--- config.mk ---
export PLATFORM = sky130hd
export DESIGN_NAME = systolic_edge_feeder
export DESIGN_NICKNAME = d
export VERILOG_FILES = /design/src/rtl/systolic_edge_feeder.sv
export SDC_FILE = /design/constraint.sdc
export NUM_CORES = 1
export LEC_CHECK = 0
export ABC_AREA = 0
export BUFFER_PORTS_ARGS = -buffer_cell sky130_fd_sc_hd__buf_2
export CAP_MARGIN = 15
export CORE_MARGIN = 2
export CORE_UTILIZATION = 40
export CTS_CLUSTER_DIAMETER = 200
export DETAILED_ROUTE_END_ITERATION = 8
export GPL_ROUTABILITY_DRIVEN = 0
export PLACE_DENSITY_LB_ADDON = 0.12
export SYNTH_ARGS = -nofsm -noshare
export SYNTH_HDL_FRONTEND = slang
export SYNTH_SLANG_ARGS = --single-unit
--- constraint.sdc ---
create_clock -name CLK -period 4 [get_ports CLK]
set_input_delay 0 -clock CLK [delete_from_list [all_inputs] [get_ports CLK]]
set_output_delay 0 -clock CLK [all_outputs]
set_load 0.05 [all_outputs]
--- src/rtl/systolic_edge_feeder.sv ---
// systolic_edge_feeder: transmitter side of the PE operand interface.
// Accepts one operand vector per beat and skews it diagonally, so lane i lags lane 0 by i
// cycles. DONE pulses once the last element has left the highest lane.
// Optional feature macro: FEEDER_STALL_CNT_EN adds a saturating 32-bit STALL_CNT output.
module systolic_edge_feeder #(
  parameter int unsigned OPND_BWIDTH = 8,
  parameter int unsigned N_LANES     = 4,
  parameter int unsigned K_MAX       = 16
) (
  input  logic                             CLK,
  input  logic                             RST,
  input  logic                             STALL,
  input  logic                             START,
  input  logic                             IN_VALID,
  output logic                             IN_READY,
  input  logic [N_LANES*OPND_BWIDTH-1:0]   IN_DATA,
  input  logic                             IN_LAST,
  output logic [N_LANES*OPND_BWIDTH-1:0]   OPND_out,
  output logic [N_LANES-1:0]               OPND_is_valid_out,
  output logic                             BUSY,
  output logic                             DONE,
  output logic                             OVERFLOW
`ifdef FEEDER_STALL_CNT_EN
  ,
  output logic [31:0]                      STALL_CNT
`endif
);

  localparam int unsigned CntW = $clog2(K_MAX + 1);
  localparam int unsigned DrnW = (N_LANES > 1) ? $clog2(N_LANES) : 1;

  typedef enum logic [1:0] {StIdle, StStream, StDrain} state_e;

  state_e          r_state, w_state_d;
  logic [CntW-1:0] r_beat_cnt, w_beat_cnt_d;
  logic [DrnW-1:0] r_drn_cnt, w_drn_cnt_d;
  logic            r_ovf, w_ovf_d;
  logic            r_done, w_done_d;
  logic            w_accept;
  logic            w_start_ok;

  // START is ignored while DONE is still showing, even though the state is already idle.
  assign w_start_ok = (r_state == StIdle) & START & ~STALL & ~r_done;
  assign IN_READY   = (r_state == StStream) & ~STALL;
  assign w_accept   = IN_READY & IN_VALID;
  assign BUSY       = (r_state != StIdle);
  assign DONE       = r_done;
  assign OVERFLOW   = r_ovf;

  // Next-state logic; a stalled cycle holds every register, including the DONE pulse.
  always_comb begin
    w_state_d    = r_state;
    w_beat_cnt_d = r_beat_cnt;
    w_drn_cnt_d  = r_drn_cnt;
    w_ovf_d      = r_ovf;
    w_done_d     = r_done;
    if (!STALL) begin
      w_done_d = 1'b0;
      unique case (r_state)
        StIdle: begin
          if (w_start_ok) begin
            w_state_d    = StStream;
            w_beat_cnt_d = '0;
            w_ovf_d      = 1'b0;
          end
        end
        StStream: begin
          if (w_accept) begin
            w_beat_cnt_d = r_beat_cnt + CntW'(1);
            if (IN_LAST || (r_beat_cnt == CntW'(K_MAX - 1))) begin
              if (!IN_LAST) w_ovf_d = 1'b1;
              if (N_LANES == 1) begin
                // Single lane: the accept edge is also the edge the last element lands.
                w_state_d = StIdle;
                w_done_d  = 1'b1;
              end else begin
                w_state_d   = StDrain;
                w_drn_cnt_d = '0;
              end
            end
          end
        end
        StDrain: begin
          if (r_drn_cnt == DrnW'(N_LANES - 2)) begin
            w_state_d = StIdle;
            w_done_d  = 1'b1;
          end else begin
            w_drn_cnt_d = r_drn_cnt + DrnW'(1);
          end
        end
        default: w_state_d = StIdle;
      endcase
    end
  end

  // Control state registers.
  always_ff @(posedge CLK or posedge RST) begin
    if (RST) begin
      r_state    <= StIdle;
      r_beat_cnt <= '0;
      r_drn_cnt  <= '0;
      r_ovf      <= 1'b0;
      r_done     <= 1'b0;
    end else begin
      r_state    <= w_state_d;
      r_beat_cnt <= w_beat_cnt_d;
      r_drn_cnt  <= w_drn_cnt_d;
      r_ovf      <= w_ovf_d;
      r_done     <= w_done_d;
    end
  end

  for (genvar gi = 0; gi < N_LANES; gi++) begin : g_lane
    logic [OPND_BWIDTH-1:0] r_data [gi+1];
    logic [gi:0]            r_vld;

    // Skew chain of gi+1 stages; the head takes the accepted element or a zero bubble.
    always_ff @(posedge CLK or posedge RST) begin
      if (RST) begin
        for (int j = 0; j <= gi; j++) r_data[j] <= '0;
        r_vld <= '0;
      end else if (!STALL) begin
        r_data[0] <= w_accept ? IN_DATA[gi*OPND_BWIDTH +: OPND_BWIDTH] : '0;
        r_vld[0]  <= w_accept;
        for (int j = 1; j <= gi; j++) begin
          r_data[j] <= r_data[j-1];
          r_vld[j]  <= r_vld[j-1];
        end
      end
    end

    assign OPND_out[gi*OPND_BWIDTH +: OPND_BWIDTH] = r_data[gi];
    assign OPND_is_valid_out[gi]                   = r_vld[gi];
  end

`ifdef FEEDER_STALL_CNT_EN
  logic [31:0] r_stall_cnt;

  // Counts stalled cycles while a stream is in flight; saturates instead of wrapping.
  always_ff @(posedge CLK or posedge RST) begin
    if (RST) begin
      r_stall_cnt <= '0;
    end else if (w_start_ok) begin
      r_stall_cnt <= '0;
    end else if (STALL && BUSY && (r_stall_cnt != 32'hFFFF_FFFF)) begin
      r_stall_cnt <= r_stall_cnt + 32'd1;
    end
  end

  assign STALL_CNT = r_stall_cnt;
`endif

endmodule

# Word-level counts from Yosys, hierarchy flattened
# Index checks and enable logic that the tools add are counted.
# totals
register_bits	101
input_bits	38
out_inout_bits	40
elab_cells	70
# classes
n_addsub	2
eq_ne	10
muxes	23
bitwise_logic	7
reduce_logical	9
# op_table
cell	n
$mux 8	4
$mux 2	7
$mux 5	2
$ne 2x2->1 const B	5
$pmux 5 s2	1
$reduce_and 5->1	2
$mux 1	6
$pmux 2 s3	1
$reduce_and 6->1	1
$reduce_bool 2->1	3
$add 5x1->5 const B	1
$and 1x1->1	5
$eq 5x4->1 const B	1
$eq 2x2->1 const B	2
$pmux 2 s2	1
$reduce_and 4->1	1
$add 2x1->2 const B	1
$eq 2x1->1 const B	1
$logic_not 2->1	1
$ne 2x1->1 const B	1
$not 1->1	2
$pmux 1 s2	1
$logic_or 1x1->1	1

# Logic depth before layout (Yosys ltp)
# depth
word_depth	6
depth_mapped	6
depth_no_buf	6

# Worst setup path before layout
# OpenSTA, ideal clock, no wires.
# synth_path
kind	register to register
from	register r_done, in the netlist DONE
to	register r_beat_cnt[3]
setup_ns	0.079
t_arrival_ns	1.594
required_time_ns	3.921
path_slack_ns	2.326
path_stages_with_launch	4
path_buffers	0
synth_period_minus_slack_ns	1.674
cell_sequence	dfrtp_1 or3b_4 a2111oi_4 mux2i_1
# synth_via
elab_chain_len	4
# synth_lines
item	line	text
start: declaration	38	logic r_done, w_done_d;
start signal: assignment	109	r_done <= w_done_d;
$not 1->1	43	assign w_start_ok = (r_state == StIdle) & START & ~STALL & ~r_done;
$and 1x1->1	43	
$ne 2x2->1 (no source line)	-	
$reduce_and 4->1 (no source line)	-	
end signal: assignment	106	r_beat_cnt <= w_beat_cnt_d;
end: declaration	35	logic [CntW-1:0] r_beat_cnt, w_beat_cnt_d;
# Every way passes these cells.
# A chain may end at the register's enable or synchronous reset.

# Worst setup path after layout
# layout_path
from	register r_beat_cnt[0]
to	register r_drn_cnt[0]
# layout_via
elab_chain_len	4
# layout_lines
item	line	text
$eq 5x4->1	70	if (IN_LAST || (r_beat_cnt == CntW'(K_MAX - 1))) begin
$logic_or 1x1->1	70	
$ne 2x1->1 (no source line)	-	
$reduce_and 5->1 (no source line)	-	
end signal: assignment	107	r_drn_cnt <= w_drn_cnt_d;
end: declaration	36	logic [DrnW-1:0] r_drn_cnt, w_drn_cnt_d;
# Every way passes these cells.

==> impl_metrics.env <==
export IMPL_status="finished clean"
export IMPL_vias_per_inst=4.87
export IMPL_htree_num_levels=3
export IMPL_cts_sinks=95
export IMPL_floorplan_die_width_um=103
export IMPL_synth_enable_flop_cells=0
export IMPL_cap_violations=0
export IMPL_synth_area_leader_cell="sky130_fd_sc_hd__dfrtp_1"
export IMPL_multi_input_area_mm2=0.00122
export IMPL_worstReg2RegEnd="r_drn_cnt[0]"
export IMPL_rr_worst_depth=6
export IMPL_placement_rows=35
export IMPL_die_h_um=103
export IMPL_worst_slew_pin_transition_ns=0.734
export IMPL_power_leakage_nw=2.49
export IMPL_io_pins=78
export IMPL_place_hpwl_um=4450
export IMPL_cts_root_buffer="sky130_fd_sc_hd__clkbuf_8"
export IMPL_initialDrtViolationCount=64
export IMPL_portBuffers=77
export IMPL_layout_min_cycle_time_ns=1.77
export IMPL_worst_r2r_setup_slack_ns=2.23
export IMPL_antennaDiodeCount=0
export IMPL_grt_max_degree=64
export IMPL_initial_utilization=0.416
export IMPL_seq_area_frac_synth=0.613
export IMPL_timing_max_slew_rel_slack=0.510
export IMPL_routed_via_count=2413
export IMPL_peakVddDrop_v=0.000298
export IMPL_numCtsBuffers=9
export IMPL_synth_yosys_warnings=0
export IMPL_grt_first_pass_wirelength_um=12100
export IMPL_synth_cell_area_mm2=0.00388
export IMPL_r2r_start="r_beat_cnt[0]"
export IMPL_placeableCoreArea_mm2=0.00933
export IMPL_crit_arrival_ns=2.04
export IMPL_type_of_the_worst_min_delay_path="primary input to flop"
export IMPL_synth_async_reset_ratio=1.00
export IMPL_syn_to_final_growth_pct=22.4
export IMPL_synth_common_cells="95 x sky130_fd_sc_hd__dfrtp_1, 42 x sky130_fd_sc_hd__mux2_1, 32 x sky130_fd_sc_hd__a22o_1"
export IMPL_skew_ns=0.0109
export IMPL_post_synth_num_cell_types=35
export IMPL_min_period_over_period=0.443
export IMPL_final_max_slew_violation_count=0
export IMPL_timing_setup_tns_ns=0
export IMPL_synth_seq_cells=95
export IMPL_postLayoutCoreUtil=0.509
export IMPL_detailed_routing_iterations_pass_1=4
export IMPL_path_class="flop to flop"
export IMPL_syn_inst=277
export IMPL_final_hold_violations=0
export IMPL_cts_repair_resized=0
export IMPL_path_clk_slew_ns=0.09
export IMPL_cts_path_max_buffers=2
export IMPL_syn_num_nets=318
export IMPL_cellPowerDensity_mw_per_mm2=550
export IMPL_grt_overflow_total=0
export IMPL_yosys_cell_count_top_type="sky130_fd_sc_hd__dfrtp_1"
export IMPL_fill_cells=846
export IMPL_post_cts_repair_setup_buffers=0
export IMPL_critPathLaunchType="flop"
export IMPL_wl_um=7180
export IMPL_post_route_drc_count=0
export IMPL_timing_critical_path_required_ns=4.27
export IMPL_antenna_violating_nets_post_route=0
export IMPL_synth_top_flop_cell="sky130_fd_sc_hd__dfrtp_1"
export IMPL_cts_tree="built"
export IMPL_post_route_cells_drive_above_1_share=0.301
export IMPL_postSynthAreaPerCell_um2=14.0
export IMPL_num_nets_final=402
export IMPL_grt_pass1_vias=2460
export IMPL_synth_top_cell_area_share=0.613
export IMPL_min_path_cells=4
export IMPL_end_of_the_worst_hold_path="r_beat_cnt[2]"
export IMPL_setup_viol=0
export IMPL_hold_start="IN_VALID"
export IMPL_total_routing_usage_reported_by_global_routing=0.149
export IMPL_critPathCaptureType="flop"
export IMPL_die_area_mm2=0.0105
export IMPL_cts_hold_repair_buffers=34
export IMPL_critical_path_peak_fanout=4
export IMPL_number_of_antenna_violations_at_the_first_check_in_global_routing=0
export IMPL_netlist_top_cells_area="sky130_fd_sc_hd__dfrtp_1 61%, sky130_fd_sc_hd__mux2_1 12%, sky130_fd_sc_hd__a22o_1 7.2%"
export IMPL_insertion_delay_ns=0.35
export IMPL_seq_area_mm2=0.00238
export IMPL_wire_per_inst_um=14.5
export IMPL_maxClockFrequency_mhz=564
export IMPL_grt_setup_unrepaired="false"
==> state kept, by name, summed over array words and instances (netlist names) <==
| signal | count |
|---|---|
| g_lane.r_vld | 4 |
| r_state | 2 |
| g_lane.r_data | 56 |
| r_drn_cnt | 2 |
| OPND_out | 24 |
| DONE | 1 |
| OVERFLOW | 1 |
| r_beat_cnt | 5 |
==> routing by layer <==
metal / global-route usage / vias to the layer above / wire (µm)
met3: 0.0278 / 10 / 254
met2: 0.228 / 53 / 3310
li1: - / 1137 / -
met1: 0.211 / 1213 / 3500
met4: 0.0615 / 0 / 117
met5: 0 / - / 0
==> per-stage QoR <==
stage	instances	area, µm²	hold slack (ns)	worst slack [ns]	power [W]
2_1_floorplan	277	3880	0.100	1.52	0.00185
6_report	495	4750	0.0730	2.23	0.00261
3_5_place_dp	445	4210	0.184	2.24	0.00197
4_1_cts	495	4750	0.0628	2.21	0.00265
3_3_place_gp	445	4210	0.180	2.26	0.00196
5_1_grt	495	4750	0.116	2.05	0.00277
==> cell usage in the layout (no fill, tap or decap), drive strengths merged, types with 8 or more instances in the layout <==
cell | Yosys | final
buf | 39 | 80
nand2 | 8 | 8
dfrtp | 95 | 95
mux2 | 51 | 51
o21ai | 8 | 8
clkbuf | 2 | 10
inv | 8 | 10
a22o | 32 | 32
dlygate4sd3 | 0 | 34
==> cell type report <==
type / count / area share
sequential: 95 / 0.500
multi-input combinational: 133 / 0.258
timing repair buffer: 114 / 0.158
tap: 129 / 0.0340
clock buffer: 10 / 0.0290
clock inverter: 6 / 0.0140
inverter: 8 / 0.00685
==> critical path, stage by stage (launching register included) <==
cell and delay (ns):
sky130_fd_sc_hd__dfrtp_1 0.42, sky130_fd_sc_hd__ha_1 0.23, sky130_fd_sc_hd__and3_1 0.18, sky130_fd_sc_hd__ha_1 0.16
sky130_fd_sc_hd__o21ai_0 0.35, sky130_fd_sc_hd__o32a_1 0.20, sky130_fd_sc_hd__a2bb2oi_1 0.15
==> kinds of logic (layout without fill, tap and decap cells) <==
group / count (synthesis) / after routing / share of synthesized area
adders and majority gates: 3 / 3 / 0.00967
and+or+nand+nor: 23 / 23 / 0.0355
AOI/OAI and AO/OA: 54 / 54 / 0.113
muxes: 53 / 53 / 0.153
DFF: 95 / 95 / 0.613
buffers and inverters: 49 / 138 / 0.0758
==> worst max-delay path by stage <==
stage	from	slack, ns	depth (start not counted)	to
final	r_beat_cnt[0]	2.23	6	r_drn_cnt[0]
after global routing	r_beat_cnt[0]	2.05	6	r_drn_cnt[0]
after CTS	r_beat_cnt[0]	2.21	6	r_drn_cnt[0]
after detailed placement	r_beat_cnt[0]	2.24	6	r_drn_cnt[0]
after global placement	r_beat_cnt[0]	2.26	6	r_drn_cnt[0]
after floorplan	RST	1.52	1	DONE
==> power breakdown <==
part           switching, W  internal [W]
clock network      0.000333      0.000310
registers          0.000120       0.00113
logic              0.000475      0.000245
total              0.000929       0.00168
Power figures use the tool's default switching activity.
